==> src/rtl/tl_a_rr_arbiter.sv <==
// tl_a_rr_arbiter: round-robin arbiter sharing one TileLink-UL A/D channel pair between N requesters,
// holding the grant across multi-beat Put bursts. Optional simulation monitor: define TL_A_ARB_MONITOR_EN.

module tl_a_rr_arbiter #(
   parameter int N = 2,
   parameter int IW = 4,
   localparam int SW = $clog2(N)
) (
   input  logic              clock,
   input  logic              reset,
   input  logic [N-1:0]      in_a_valid,
   output logic [N-1:0]      in_a_ready,
   input  logic [3*N-1:0]    in_a_opcode,
   input  logic [3*N-1:0]    in_a_param,
   input  logic [3*N-1:0]    in_a_size,
   input  logic [IW*N-1:0]   in_a_source,
   input  logic [26*N-1:0]   in_a_address,
   input  logic [4*N-1:0]    in_a_mask,
   input  logic [32*N-1:0]   in_a_data,
   output logic              out_a_valid,
   input  logic              out_a_ready,
   output logic [2:0]        out_a_opcode,
   output logic [2:0]        out_a_param,
   output logic [2:0]        out_a_size,
   output logic [IW+SW-1:0]  out_a_source,
   output logic [25:0]       out_a_address,
   output logic [3:0]        out_a_mask,
   output logic [31:0]       out_a_data,
   input  logic              out_d_valid,
   output logic              out_d_ready,
   input  logic [IW+SW-1:0]  out_d_source,
   output logic [N-1:0]      in_d_valid,
   input  logic [N-1:0]      in_d_ready,
   output logic [IW-1:0]     in_d_source
);

   typedef enum logic [0:0] {
      IDLE   = 1'b0,
      LOCKED = 1'b1
   } state_e;

   state_e          state_q;
   logic [SW-1:0]   rr_ptr_q;
   logic [SW-1:0]   lock_idx_q;
   logic [3:0]      beats_left_q;

   logic [SW-1:0]   grant_s;
   logic [SW-1:0]   cand_s;
   logic            found_s;
   logic            fire_s;
   logic [4:0]      beats_s;
   logic [SW-1:0]   tag_s;

   logic [2:0]      op_arr_s   [N];
   logic [2:0]      par_arr_s  [N];
   logic [2:0]      size_arr_s [N];
   logic [IW-1:0]   src_arr_s  [N];
   logic [25:0]     addr_arr_s [N];
   logic [3:0]      mask_arr_s [N];
   logic [31:0]     data_arr_s [N];

   // Beats in a burst: multi-beat only for PutFull/PutPartial wider than one 32-bit word.
   function automatic logic [4:0] burst_beats(input logic [2:0] opcode, input logic [2:0] size);
      logic [4:0] beats;
      beats = 5'd1;
      if ((opcode == 3'd0 || opcode == 3'd1) && size > 3'd2) begin
         case (size)
            3'd3:    beats = 5'd2;
            3'd4:    beats = 5'd4;
            3'd5:    beats = 5'd8;
            default: beats = 5'd16;
         endcase
      end else begin
         beats = 5'd1;
      end
      return beats;
   endfunction

   for (genvar i = 0; i < N; i++) begin : g_unpack
      assign op_arr_s[i]   = in_a_opcode[3*i +: 3];
      assign par_arr_s[i]  = in_a_param[3*i +: 3];
      assign size_arr_s[i] = in_a_size[3*i +: 3];
      assign src_arr_s[i]  = in_a_source[IW*i +: IW];
      assign addr_arr_s[i] = in_a_address[26*i +: 26];
      assign mask_arr_s[i] = in_a_mask[4*i +: 4];
      assign data_arr_s[i] = in_a_data[32*i +: 32];
   end

   // Grant selection: locked owner during a burst, otherwise first valid requester from rr_ptr.
   always_comb begin
      grant_s = rr_ptr_q;
      cand_s  = '0;
      found_s = 1'b0;
      if (state_q == LOCKED) begin
         grant_s = lock_idx_q;
      end else begin
         for (int k = 0; k < N; k++) begin
            cand_s = rr_ptr_q + SW'(k);
            if (!found_s && in_a_valid[cand_s]) begin
               grant_s = cand_s;
               found_s = 1'b1;
            end else begin
               found_s = found_s;
            end
         end
      end
   end

   // Zero-latency A mux and per-requester ready.
   always_comb begin
      out_a_valid   = 1'b0;
      out_a_opcode  = op_arr_s[grant_s];
      out_a_param   = par_arr_s[grant_s];
      out_a_size    = size_arr_s[grant_s];
      out_a_source  = {grant_s, src_arr_s[grant_s]};
      out_a_address = addr_arr_s[grant_s];
      out_a_mask    = mask_arr_s[grant_s];
      out_a_data    = data_arr_s[grant_s];
      if (!reset) begin
         out_a_valid = in_a_valid[grant_s];
      end else begin
         out_a_valid = 1'b0;
      end
      for (int i = 0; i < N; i++) begin
         in_a_ready[i] = out_a_ready & out_a_valid & (grant_s == SW'(i));
      end
   end

   assign fire_s  = out_a_valid & out_a_ready;
   assign beats_s = burst_beats(out_a_opcode, out_a_size);

   // Arbitration FSM: pointer advance, burst lock and beat countdown.
   always_ff @(posedge clock or posedge reset) begin
      if (reset) begin
         state_q      <= IDLE;
         rr_ptr_q     <= '0;
         lock_idx_q   <= '0;
         beats_left_q <= 4'd0;
      end else begin
         case (state_q)
            IDLE: begin
               if (fire_s) begin
                  if (beats_s == 5'd1) begin
                     rr_ptr_q <= grant_s + SW'(1);
                  end else begin
                     lock_idx_q   <= grant_s;
                     beats_left_q <= 4'(beats_s - 5'd1);
                     state_q      <= LOCKED;
                  end
               end
            end
            LOCKED: begin
               if (fire_s) begin
                  beats_left_q <= beats_left_q - 4'd1;
                  if (beats_left_q == 4'd1) begin
                     rr_ptr_q <= lock_idx_q + SW'(1);
                     state_q  <= IDLE;
                  end
               end
            end
            default: begin
               state_q <= IDLE;
            end
         endcase
      end
   end

   assign tag_s       = out_d_source[IW+SW-1:IW];
   assign in_d_source = out_d_source[IW-1:0];

   // D-channel return routing by the requester tag carried in the source.
   always_comb begin
      in_d_valid  = '0;
      out_d_ready = 1'b0;
      if (!reset) begin
         in_d_valid[tag_s] = out_d_valid;
         out_d_ready       = in_d_ready[tag_s];
      end else begin
         in_d_valid  = '0;
         out_d_ready = 1'b0;
      end
   end

`ifdef TL_A_ARB_MONITOR_EN
`ifndef SYNTHESIS
   localparam int FW = 3 + 3 + 3 + IW + SW + 26 + 4 + 32;

   logic            mon_stall_q;
   logic [SW-1:0]   mon_grant_q;
   logic [FW-1:0]   mon_fields_q;
   logic [6+IW+SW-1:0] mon_first_q;
   logic [FW-1:0]   mon_fields_s;
   logic [6+IW+SW-1:0] mon_first_s;

   assign mon_fields_s = {out_a_opcode, out_a_param, out_a_size, out_a_source,
                          out_a_address, out_a_mask, out_a_data};
   assign mon_first_s  = {out_a_opcode, out_a_size, out_a_source};

   // Protocol monitor: stall stability, burst header consistency, D tag range.
   always @(posedge clock) begin
      if (!reset) begin
         if (mon_stall_q && out_a_valid &&
             (grant_s != mon_grant_q || mon_fields_s != mon_fields_q)) begin
            $display("tl_a_rr_arbiter: A fields changed while stalled");
            $fatal(1, "tl_a_rr_arbiter: stall stability");
         end
         if (state_q == LOCKED && fire_s && mon_first_s != mon_first_q) begin
            $display("tl_a_rr_arbiter: burst beat header differs from first beat");
            $fatal(1, "tl_a_rr_arbiter: burst header");
         end
         if (out_d_valid && int'(tag_s) >= N) begin
            $display("tl_a_rr_arbiter: D tag out of range");
            $fatal(1, "tl_a_rr_arbiter: D tag");
         end
         mon_stall_q  <= out_a_valid & !out_a_ready;
         mon_grant_q  <= grant_s;
         mon_fields_q <= mon_fields_s;
         if (state_q == IDLE && fire_s) begin
            mon_first_q <= mon_first_s;
         end
      end else begin
         mon_stall_q <= 1'b0;
      end
   end
`endif
`else
   // Monitor compiled out in this build.
`endif

endmodule

==> config.mk <==
export PLATFORM = sky130hd
export DESIGN_NAME = tl_a_rr_arbiter
export DESIGN_NICKNAME = d
export VERILOG_FILES = /design/src/rtl/tl_a_rr_arbiter.sv
export SDC_FILE = /design/constraint.sdc
export NUM_CORES = 1
export LEC_CHECK = 0
export CORE_AREA = 2 2 97 99
export DETAILED_ROUTE_END_ITERATION = 6
export DIE_AREA = 0 0 99 101
export PLACE_DENSITY = 0.72
export SLEW_MARGIN = 20
export SYNTH_ARGS = -nofsm -noshare
export SYNTH_HDL_FRONTEND = slang
export SYNTH_SLANG_ARGS = --single-unit
==> constraint.sdc <==
create_clock -name clock -period 2.7 [get_ports clock]
set_input_delay 0.27 -clock clock [delete_from_list [all_inputs] [get_ports clock]]
set_output_delay 0.27 -clock clock [all_outputs]
set_load 0.05 [all_outputs]
======== Yosys cells after proc, flatten, opt, wreduce, memory -nomap -nowiden ========
Index checks and enable logic that the tools add are counted.
word-level totals
  register bits ........................... 7
  input port bits ......................... 163
  output and inout port bits .............. 86
  logic and storage cells ................. 98
cells by class
  add/subtract/negate cells ............... 5
  order comparisons ....................... 7
  equality and inequality tests ........... 11
  mux-type cells .......................... 54
  bitwise gates (word level) .............. 8
  reduce and logical (&&, ||, !) cells .... 9
operators by type and width
  cell                                                                              number
  32-bit two-way mux                                                                3
  26-bit two-way mux                                                                3
  4-bit two-way mux                                                                 9
  3-bit two-way mux                                                                 9
  1-bit two-way mux                                                                 23
  5-bit case mux with 3 select lines                                                1
  1-bit by 2-bit less-than comparator with 1-bit output (second input constant)     4
  4-bit case mux with 2 select lines                                                1
  4-bit by 1-bit subtractor with 4-bit output (second input constant)               2
  3-bit equality test (second input constant)                                       2
  2-bit inequality test (second input constant)                                     3
  3-bit AND reduction                                                               2
  5-bit by 1-bit equality test with 1-bit output (second input constant)            1
  5-bit two-way mux                                                                 1
  4-bit by 1-bit equality test with 1-bit output (second input constant)            1
  2-bit by 1-bit inequality test with 1-bit output (second input constant)          2
  1-bit case mux with 2 select lines                                                2
  4-bit AND reduction                                                               1
  1-bit adder (second input constant)                                               3
  1-bit bitwise AND                                                                 3
  3-bit by 1-bit equality test with 1-bit output (second input constant)            1
  3-bit by 2-bit equality test with 1-bit output (second input constant)            1
  3-bit by 2-bit greater-than comparator with 1-bit output (second input constant)  1
  1-bit logical AND                                                                 3
  10 further kinds                                                                  12

======== Longest topological paths before layout ========
Gate-level depths: netlist of run 1.
  depth in word-level cells ............... 20
  gate-level depth with buffers ........... 6
  mapped depth without buffers ............ 6

======== Worst setup path before layout of run 1 ========
OpenSTA, ideal clock, no wires.
  path kind ............................... register to output
  start ................................... register rr_ptr_q
  end ..................................... output port in_a_ready[0]
  data arrival time ....................... 1774 ps
  data required time ...................... 2430 ps
  setup slack ............................. 656 ps
  cell stages (with the launch flop) ...... 7
  buffers on the path ..................... 2
  path through ............................ dfrtp_1 > nand2b_2 > o211ai_4 > nand2_2 > buf_6 > buf_6 > nor2_1
between the ends
  cells in the longest elaborated chain, start to end .. 13
  elaborated cells on any way between the ends .. 17
  those cells by class .................... 1 x add/sub; 11 x mux; 3 x bitwise; 2 x reduce/logical
RTL lines
  item                                                   line  RTL
  start: declaration                                     43    logic [SW-1:0] rr_ptr_q;
  start signal: assignment                               144   rr_ptr_q <= grant_s + SW'(1);
  start signal: assignment                               156   rr_ptr_q <= lock_idx_q + SW'(1);
  1-bit two-way mux (implied by the code) (2 in series)  99    if (!found_s && in_a_valid[cand_s]) begin
  1-bit two-way mux                                      99
  1-bit two-way mux                                      94    if (state_q == LOCKED) begin
  1-bit zero test                                        99
  1-bit logical AND                                      99
  1-bit two-way mux (*)                                  99
  1-bit two-way mux (*)                                  94
  via grant_s                                            47    logic [SW-1:0] grant_s;
  1-bit two-way mux (implied by the code) (2 in series)  120   out_a_valid = in_a_valid[grant_s];
  1-bit two-way mux                                      119   if (!reset) begin
  1-bit bitwise AND                                      125   in_a_ready[i] = out_a_ready & out_a_valid & (grant_s == SW'(i));
  1-bit bitwise AND (*)                                  125
  end: declaration                                       12    output logic [N-1:0] in_a_ready,
Mark *: on every way through the listed nets, which the timed path passes. The rest lies on a longest branch. The select of a mux whose other input is x is not followed.

======== Final worst setup path of run 1 ========
  start ................................... register state_q
  end ..................................... output port out_a_address[1]
between the ends
  cells in the longest elaborated chain, start to end .. 5
RTL lines
  item                                                    line  RTL
  start: declaration                                      42    state_e state_q;
  start signal: assignment                                135   state_q <= IDLE;
  start signal: assignment                                148   state_q <= LOCKED;
  start signal: assignment                                157   state_q <= IDLE;
  1-bit two-way mux                                       94
  1-bit NOT with 2-bit output (implied by the code)       116   out_a_address = addr_arr_s[grant_s];
  26-bit two-way mux (implied by the code) (3 in series)  116
  end: declaration                                        26    output logic [25:0] out_a_address,
No other way between the ends. The select of a mux whose other input is x is not followed.

==> run metrics, run 1 <==
status complete, no violations; worst r2r dst lock_idx_q; Initial Util 18.2%; Layout Utilization 46.6%; CP endpoint kind output port; maximum VDD drop 0.000689 V; DRT iter0 DRCs 29; PD cells 1040 nW/um^2; I/O Pins 249; Yosys top cell by area mux2_2; Ys Warns 0; Synth top area share 47.7%; Routed met2 length 5760 microns; initial antenna violation count 0; # Max-Cap Violations 0; Fmax 415 MHz; Antenna Cells 0; H-tree levels 1; Power, Total 4340 uW; WL met1 3320 microns; post-DP HPWL 8710 microns; Worst slew margin 65.7%; Post-DP Area 4140 sq um; P_sw 2460 uW; FP Rows 35; Most used DFF post-synth dfrtp_1; switching part of the total 56.5%; first-pass GRT wire length 13,600 microns; Lkg Pwr 0.00169 uW; total gr overflow 0; Worst-Margin Slew 0.512 ns; critical-path maximum fanout 28; CTS Buffer Depth 2; Avg WL per Cell 18.9 microns; Hold Fails Final Rpt 0; Int Pwr 1890 uW; clock sinks 7; worst min-delay path category input port to asynchronous set/reset pin; Area Growth Syn to Fin 157%; clock share of power 3.4%; clock slew at the register clock pins of the worst setup and hold paths 0.04 ns; period utilisation layout 89.3%; syn avg cell area 9.70 sq um; via count 2,267; Placer Congestion 0.799; Final #Nets 568; Post-Syn Area 1630 sq um; vias in the first global route 2,366; die width 99 microns; drt pass-1 iters 4; sequential group share of total power 5.2%; via/cell ratio 4.42; Worst Path Arrival 2.14 ns; Syn Nets 333; Routed WL 9720 microns; most frequent cells in the layout 163 x clkdlybuf4s50_1, 69 x mux2_2, 64 x buf_4, 18 x buf_12; final standard cell area without fillers 4190 sq um; CTS tree built; Setup-failing EPs final 0; Critical Path Source Type register; core area 8980 sq um; crit path launch state_q; fin. max-slew vios 0; Seq/Total Area, Yosys 10.7%; Placed Cells 509; share of cells above drive strength 1 41.3%; setup slack, reg-to-reg 0.70 ns; Post-synth EDFFs 0; Async S/R FF share, synth 100%; hold_buf cts 0; total setup buffers inserted after CTS 0; max layer used met4; met3 WL 577 microns; RSZ-0062 raised after global routing false; post-CTS sizing 0; worst reg2reg path depth 5; # port buffers 240; combinational share of power 91.4%; minimum clock period 2.41 ns; setup total negative slack 0 ns; die area 10000 sq um; DIE HEIGHT 101 microns; count of different cell masters after synthesis 42; most common cell after layout, fill and taps aside clkdlybuf4s50_1; Synth area leaders mux2_2 48%, dfrtp_1 11%, mux2_1 4.8%; worst skew pair latency 0.23 ns; Finished Layout Cells 513; Cells after Synth 168; critical path type register to output port; GR Util All Layers 17.7%; Reg-to-Reg Start state_q; largest net degree at the start of global routing 29; Remaining DRCs 0; clk root buf clkbuf_8; Worst Path Required 2.43 ns; Routed Antenna Nets 0; Yosys reg bits 7; CTS buffer count 3; Layout Skew 0.00494 ns
[state kept, by name (all words and copies together), names as in the netlist]
register / flops
rr_ptr_q: 1
lock_idx_q: 1
state_q: 1
beats_left_q: 4
[power groups by stage]
stage,Combinational (uW),Clock (uW),Sequential [uW]
2_1_floorplan,2670,0,192
3_3_place_gp,3980,0,222
3_5_place_dp,4000,0,226
4_1_cts,4020,151,223
5_1_grt,4120,163,233
6_report,3970,148,224
[metal layers]
| layer | track usage [%] | up-vias |
|---|---|---|
| met5 | 0 | - |
| met4 | 2.21 | 0 |
| met3 | 2.77 | 4 |
| met2 | 36.3 | 120 |
| met1 | 19.4 | 1047 |
| li1 | - | 1096 |
[Yosys cell counts, drive strengths merged (2+ instances only)]
cell and number:
mux2 78, nor3 4, nor2 7, o21ai 6, nor3b 3, dfrtp 7, inv 5, or4 2
nand2 8, and2 2, mux2i 2, o211ai 2, a211oi 2, a21oi 5, nand3 3, ha 2
nand2b 2, buf 14
[worst max-delay path: stages, from the launching register on]
cell	delay (ns)
dfrtp_1	0.52
inv_2	0.26
o211ai_4	0.15
nand2_4	0.18
buf_12	0.22
mux2_2	0.37
buf_4	0.19
[worst max path at each step]
stage,endpoint,slack [ns],cells past startpoint
floorplan,in_a_ready[0],0.66,6
global placement,out_a_valid,0.36,5
detailed placement,out_a_valid,0.34,5
CTS,out_a_source[1],0.28,6
global route,out_a_data[12],0.17,6
finish,out_a_address[1],0.29,6
[stage by stage]
step	setup WS [ns]	hold WS, ns
CTS	0.280	0.466
floorplan	0.656	0.0785
finish	0.289	0.449
global placement	0.363	0.514
global route	0.174	0.486
detailed placement	0.339	0.538
[final cells by class]
class,count,area [sq um]
repair buffers,245,2470
clock buffers,4,45.0
flip-flops and latches,7,175
multi-input cells,141,1340
inverters,5,18.8
fillers,852,4790
well taps,111,139
[logic make-up (layout without fill, tap and decap cells)]
kind of cell	Yosys count	in the layout	share of synthesized area [%]
buf+inv	20	254	7.60
flops	7	7	10.7
simple gates	35	35	12.0
fa+ha+maj	2	2	1.53
compound gates	24	24	12.6
mux	80	80	55.6
(Power assumes the default switching activity.)
==> inputs of run 2 (changes only) <==
--- a/config.mk
+++ b/config.mk
@@ -8,8 +8,10 @@
 export CORE_AREA = 2 2 97 99
 export DETAILED_ROUTE_END_ITERATION = 6
 export DIE_AREA = 0 0 99 101
+export HOLD_SLACK_MARGIN = 0.05
 export PLACE_DENSITY = 0.72
 export SLEW_MARGIN = 20
 export SYNTH_ARGS = -nofsm -noshare
 export SYNTH_HDL_FRONTEND = slang
 export SYNTH_SLANG_ARGS = --single-unit
+export TNS_END_PERCENT = 10
==> results of run 2 <==
The final DEF is identical to that of run 1; final timing and power are the same.
